File: config.mk
export PLATFORM = sky130hd
export DESIGN_NAME = pipe_skid_stage
export DESIGN_NICKNAME = d
export VERILOG_FILES = /design/src/rtl/pipe_skid_stage_pkg.sv /design/src/rtl/pipe_skid_stage.sv
export SDC_FILE = /design/constraint.sdc
export NUM_CORES = 1
export LEC_CHECK = 0
export CORE_MARGIN = 2
export CORE_UTILIZATION = 54
export CTS_BUF_LIST = sky130_fd_sc_hd__clkbuf_4 sky130_fd_sc_hd__clkbuf_8 sky130_fd_sc_hd__clkbuf_16
export DETAILED_ROUTE_END_ITERATION = 7
export PLACE_DENSITY = 0.84
export SLEW_MARGIN = 30
export SYNTH_ARGS = -nofsm -noshare
export SYNTH_HDL_FRONTEND = slang
export SYNTH_SLANG_ARGS = --single-unit
File: constraint.sdc
create_clock -name clk_i -period 2.7 [get_ports clk_i]
set_clock_uncertainty 0.1 [all_clocks]
set_input_delay 0.54 -clock clk_i [delete_from_list [all_inputs] [get_ports clk_i]]
set_output_delay 0.54 -clock clk_i [all_outputs]
set_load 0.02 [all_outputs]
File: src/rtl/pipe_skid_stage_pkg.sv
// pipe_skid_stage_pkg: pipeline stage state encoding and per-stage payload structs
package pipe_skid_stage_pkg;

    typedef enum logic [1:0] {
        PS_EMPTY = 2'd0,
        PS_BUSY  = 2'd1,
        PS_FULL  = 2'd2
    } pipe_state_e;

    typedef struct packed {
        logic [31:0] pc;
        logic [31:0] instr;
`ifdef RISCV_FORMAL
        logic [31:0] rvfi_insn;
`endif
    } if_id_t;

    typedef struct packed {
        logic [31:0] pc;
        logic [31:0] rs1_val;
        logic [31:0] rs2_val;
        logic [31:0] imm;
        logic [4:0]  rd;
        logic [7:0]  ctrl;
`ifdef RISCV_FORMAL
        logic [31:0] rvfi_insn;
        logic [31:0] rvfi_pc_rdata;
`endif
    } id_ex_t;

    typedef struct packed {
        logic [31:0] alu_res;
        logic [31:0] rs2_val;
        logic [4:0]  rd;
        logic [7:0]  ctrl;
`ifdef RISCV_FORMAL
        logic [31:0] rvfi_insn;
        logic [31:0] rvfi_pc_rdata;
`endif
    } ex_mem_t;

    typedef struct packed {
        logic [31:0] wb_data;
        logic [4:0]  rd;
        logic        reg_we;
`ifdef RISCV_FORMAL
        logic [31:0] rvfi_insn;
        logic [31:0] rvfi_pc_rdata;
`endif
    } mem_wb_t;

endpackage

File: src/rtl/pipe_skid_stage.sv
// pipe_skid_stage: valid/ready pipeline register with optional 2-entry skid buffer
module pipe_skid_stage
    import pipe_skid_stage_pkg::*;
#(
    parameter int unsigned DATA_W         = 32,
    parameter bit          SKID_EN        = 1'b1,
    parameter bit          CLEAR_ON_FLUSH = 1'b1
) (
    input  logic              clk_i,
    input  logic              rst_ni,
    input  logic              flush_i,
    input  logic              in_valid_i,
    output logic              in_ready_o,
    input  logic [DATA_W-1:0] in_data_i,
    output logic              out_valid_o,
    input  logic              out_ready_i,
    output logic [DATA_W-1:0] out_data_o,
    output logic [1:0]        occupancy_o
);

    pipe_state_e       state_q, state_d;
    logic [DATA_W-1:0] out_q, out_d, skid_q;
    logic              in_fire, out_fire;

    assign out_valid_o = state_q != PS_EMPTY;
    assign out_data_o  = out_q;
    assign occupancy_o = state_q;
    assign in_fire     = in_valid_i & in_ready_o;
    assign out_fire    = out_valid_o & out_ready_i;

    // Next state and output register: flush beats handshakes, the skid drains into the output first
    always_comb begin
        state_d = state_q;
        out_d   = out_q;
        if (flush_i) begin
            state_d = PS_EMPTY;
            out_d   = CLEAR_ON_FLUSH ? '0 : out_q;
        end else if (state_q == PS_FULL) begin
            state_d = out_fire ? PS_BUSY : PS_FULL;
            out_d   = out_fire ? skid_q : out_q;
        end else if (in_fire) begin
            state_d = (SKID_EN && state_q == PS_BUSY && !out_fire) ? PS_FULL : PS_BUSY;
            out_d   = (SKID_EN && state_q == PS_BUSY && !out_fire) ? out_q : in_data_i;
        end else if (out_fire) begin
            state_d = PS_EMPTY;
        end
    end

    // State and output payload registers
    always_ff @(posedge clk_i or negedge rst_ni) begin
        if (!rst_ni) begin
            state_q <= PS_EMPTY;
            out_q   <= '0;
        end else begin
            state_q <= state_d;
            out_q   <= out_d;
        end
    end

    if (SKID_EN) begin : g_skid
        // Ready is a pure state decode so upstream sees no path from out_ready_i
        assign in_ready_o = state_q != PS_FULL;
        // Skid entry catches the word accepted while the output is stalled
        always_ff @(posedge clk_i or negedge rst_ni) begin
            if (!rst_ni)
                skid_q <= '0;
            else if (flush_i)
                skid_q <= CLEAR_ON_FLUSH ? '0 : skid_q;
            else if (state_q == PS_BUSY && in_fire && !out_fire)
                skid_q <= in_data_i;
        end
    end else begin : g_noskid
        assign in_ready_o = !out_valid_o | out_ready_i;
        assign skid_q     = '0;
    end

    a_occ_range: assert property (@(posedge clk_i) disable iff (!rst_ni) occupancy_o <= 2'd2);
    a_no_fire_full: assert property (@(posedge clk_i) disable iff (!rst_ni) !(in_fire && state_q == PS_FULL));
    a_hold_stable: assert property (@(posedge clk_i) disable iff (!rst_ni)
        out_valid_o && !out_ready_i && !flush_i |=> out_valid_o && $stable(out_data_o));

endmodule

# [Yosys cells after proc, flatten, opt, wreduce, memory -nomap -nowiden]
# Index checks and enable logic that the tools add are counted.
[word_totals] ff_bits=66 in_bits=37 out_inout_bits=36 wordCells=32
[op_classes] eq_ne=5 n_mux=13 bitwise=2 n_reduce_logical=9
[op_table] op="two-way mux 32 bit" count=7
[op_table] op="two-way mux 2 bit" count=6
[op_table] op="!= test 3 bit (second input constant)" count=2
[op_table] op="nonzero test 2 bit" count=2
[op_table] op="nonzero test 4 bit" count=1
[op_table] op="logical AND 1 bit" count=3
[op_table] op="AND reduction 3 bit" count=1
[op_table] op="nonzero test 3 bit" count=1
[op_table] op="bitwise AND 1 bit" count=2
[op_table] op="== test 2 x 1 -> 1 bit (second input constant)" count=1
[op_table] op="== test 2 bit (second input constant)" count=1
[op_table] op="!= test 2 bit (second input constant)" count=1
[op_table] op="logical NOT 1 bit" count=1

# [Logic depth before layout (Yosys ltp)]
[depth] ltp_word=8 ltp_mapped=6 depth_no_buf=3

# [Worst setup path before layout]
# No wires, ideal clock.
[synth_path] path_kind="register to output" start="register state_q[0], in the netlist occupancy_o[0]" end="output port in_ready_o" arrival_ps=1015 t_required_ps=2060 path_slack_ps=1045 path_stages_with_launch=4 n_path_buf=2 cell_sequence="dfrtp_1 > nand2b_1 > buf_2 > buf_2"
[synth_via] elab_chain_cells=1
[synth_lines] item="start: declaration" line_no="pipe_skid_stage.sv:21" rtl="pipe_state_e state_q, state_d;"
[synth_lines] item="start signal: assignment" line_no="pipe_skid_stage.sv:55" rtl="state_q <= state_d;"
[synth_lines] item="!= test 2 bit" line_no="pipe_skid_stage.sv:62" rtl="assign in_ready_o = state_q != PS_FULL;"
[synth_lines] item="end: declaration" line_no="pipe_skid_stage.sv:13" rtl="output logic in_ready_o,"
# Every way passes these cells.

# [Final worst setup path]
[layout_path] start="register state_q[1], in the netlist occupancy_o[1]" end="output port occupancy_o[1]"
[layout_rtl] item="end: declaration" line_no="pipe_skid_stage.sv:18" rtl="output logic [1:0] occupancy_o"
# No word-level cell between the ends.

==> impl_summary.md <==
Timing
The total of endpoints with negative setup slack in the final report is 0. The transition time at the pin with the least slew margin is roughly 0.46 ns. The worst pin sits at a relative slew slack of 0.6915. The total negative setup slack is 0 ns. Setup repair after global routing left no endpoint under its margin.

The number of hold-slack violations in the final timing report is 0. The total count of max-transition violations in the final report came to 0. The achievable clock frequency is a little over 0.4 GHz. The period utilization is 0.9122.

The clock period minus worst slack is about 2.5 ns.

Drt
In the routed layout, each cell is associated on average with a via count of a little over 6. The detailed-router iteration count before antenna repair is 5. The detailed router finished its first iteration with around 250 violations. The final route contains 2790 vias. Once detail routing completed, the nets flagged for antenna violations numbered 0.

The final wirelength is between 8000 and 9000 µm. The wire length per cell is 18.98 µm. The detailed-route DRC error count is 0.

Critical path
The setup check on the worst reg-to-reg path leaves a slack of about 0.45 ns. The worst setup path is captured at a primary output. The start-to-end type of the worst setup path is reg -> out. The worst setup path is launched from a flip-flop. For the worst setup path, the data required time is 2.06 ns. The cell depth of the worst flop-to-flop path is 6. The destination of the worst register-to-register timing path is out_data_o[23].

The source of the worst register-to-register timing path is occupancy_o[1]. The largest driver fanout on the critical path is 14. The largest incremental delay on the critical path is about 0.62 ns. The cell with the largest stage delay on the worst path is dfrtp_1. The arrival time at the worst endpoint is around 1.8 ns. The signal on the critical path passes through buf_4 -> clkdlybuf4s50_1.

Logic synthesis
The synthesized design contains 0 enable-type register cells. The primary flip-flop cell chosen by synthesis mapping is dfrtp_1. The number of nets in the synthesized netlist is roughly 350. The count of different cell masters after synthesis is 21. The synthesized area per cell is slightly above 10 µm². The biggest area contributor in the post-synthesis netlist is dfrtp_1. The area fraction of the dominant cell type after synthesis is 0.5253. The post-synth design cell area is 0.003144 mm². After synthesis, the share of flip-flops with an asynchronous set or reset is 1.000. The number of synthesis warnings is 0.

In the post-synthesis netlist, the biggest area contributors are dfrtp_1, and3b_1, o2bb2ai_1. For this run, the register share of the synthesized area comes to 0.5253. The post-synthesis instance total is roughly 310.

The commonest cells after synthesis are nand2_1, dfrtp_1, a21oi_1. Counting flops and latches in the post-synthesis netlist gives 66. nand2_1 is the most common cell in the netlist.

Die
The standard cell core area is 0.005574 mm². The overall die height is between 80 and 90 µm. The floorplan step defined a die boundary enclosing roughly 0.0064 mm².

The width of the chip is roughly 80 µm. 73 I/O pins were placed. After floorplanning, the core was divided into 27 placement rows. The initial utilization of the core area, before any placement, comes to 0.5641.

Clock tree
The CTS buffer count is 9. In this run the deepest clock path goes through 2 buffers. The H-tree was split into 3 levels.

The number of hold buffers added after CTS is 0. The tree is rooted in a clkbuf_8. TritonCTS built the clock tree. The clock drives between 60 and 70 sinks. After clock tree synthesis, the repair step resized 0 gates. For the worst-skew pair, the clock arrives at the later sink with an insertion delay of 0.34 ns. The number of setup buffers added after CTS is 0. The clock edge transition at the registers on the reported setup and hold paths is ~0.07 ns.

GRT
The remaining global-route overflow is 0. In the global route stage, met2 resource usage came out at 0.4208. The met3 track demand over resource is 0.05618. The global routing met1 resource utilization is 0.3870. The global-route wire length before repair is 13570 µm. Entering global routing, the biggest net connects 37 pins. The busiest layer in global routing is met2.

The number of antenna violations at the first check in global routing is 0. The via count of the first global-routing pass is ~2700. In the global route stage, overall resource usage came out at 0.2801.

Status
The flow ran to the end, and the final reports show no timing, DRC or antenna violations.

Min path
The classification of the worst-slack hold path is in -> async.

Power
For this design the ratio of total power to cell area is around 560 mW/mm². IR analysis of the VDD net gives a maximum drop of approximately 0.41 mV. In this run the static leakage power is about 1.8 nW.

Cells and area
The non-filler instance count after layout is 450. The fraction of final layout cells sized beyond drive strength 1 is 0.1005. The synthesis-to-finish area growth is 30.28%. The number of antenna diodes is 0. In the final layout, flip-flops and latches occupy about 0.0017 mm².

The number of fillers in the final layout is between 400 and 500. The layout net count is just over 400. The utilization of the core after routing is 0.7349. The combined area of the multi-input logic cells is 0.001301 mm².

Run
The tool flagged a number of max-cap violations equal to 0.

Placed design
The number of buffer cells added on primary ports is between 70 and 80. At the end of routability-driven placement, the weighted congestion stood at just under 0.8. The cell total after placement is 435. Once detailed placement completed, the half-perimeter wirelength came to 5202 µm.
-- worst max-delay path: cells and delay by family, from the launching register on --
kind / cells / cell delay (ns)
buffers and inverters: 2 / 0.86
DFF: 1 / 0.62
-- metrics by stage --
step / total power [mW] / hold slack (ns) / setup WS, ns / area (µm²)
6_report: 2.292 / 0.1173 / 0.2370 / 4096
5_1_grt: 2.376 / 0.1395 / 0.1691 / 4096
4_1_cts: 2.294 / 0.1319 / 0.2492 / 4096
3_5_place_dp: 1.476 / 0.3761 / 0.3798 / 3904
3_3_place_gp: 1.468 / 0.3749 / 0.4529 / 3904
2_1_floorplan: 1.272 / 0.1444 / 1.045 / 3144
-- kinds of logic (layout without fill, tap and decap cells) --
kind of cell,count (synthesis),count (layout),synth area share
buffers and inverters,34,103,0.06088
flip-flops,66,66,0.5253
AO/OA/AOI/OAI,101,101,0.2209
XOR/XNOR,1,1,0.005174
AND/OR/NAND/NOR,107,107,0.1878
-- worst max path at each step --
stage                                 to            from  slack, ns
after floorplan               in_ready_o  occupancy_o[0]       1.04
after CTS                 occupancy_o[1]  occupancy_o[1]       0.25
after global placement    out_data_o[10]     out_ready_i       0.45
final                     occupancy_o[1]  occupancy_o[1]       0.24
after detailed placement  out_data_o[18]     out_ready_i       0.38
after global routing      occupancy_o[1]  occupancy_o[1]       0.17
-- flip-flops by register name, indices dropped and copies added (netlist names) --
name	cells
out_data_o	32
skid_q	32
occupancy_o	2
-- metal layers --
layer	part of all wire	up-vias
li1	-	1245
met1	0.41	1386
met2	0.50	138
met3	0.071	21
met4	0.025	0
met5	0	-
-- power by group --
| group | internal, mW | switching, mW |
|---|---|---|
| clock network | 0.465 | 0.364 |
| logic | 0.182 | 0.215 |
| registers | 1.04 | 0.0303 |
-- area by class of cell --
cell class              instances  area share
clock buffers                  12     0.03726
well taps                      72     0.02199
multi-input cells             209      0.3177
flip-flops and latches         66      0.4032
repair buffers                 88      0.2101
clock inverters                 3    0.009774
-- layout by cell type (no fill, tap or decap), drive strengths merged --
cell type / n
nand4bb: 1
clkbuf: 12
clkinv: 2
clkdlybuf4s50: 71
nor3: 1
a21oi: 35
and4bb: 1
nand2b: 1
bufinv: 1
nor2: 1
o2bb2ai: 33
nand2: 67
xnor2: 1
and3b: 32
nand3b: 1
or2: 2
o21bai: 1
dfrtp: 66
a31oi: 32
buf: 17
No activity file was read; power rests on OpenSTA's default activity.
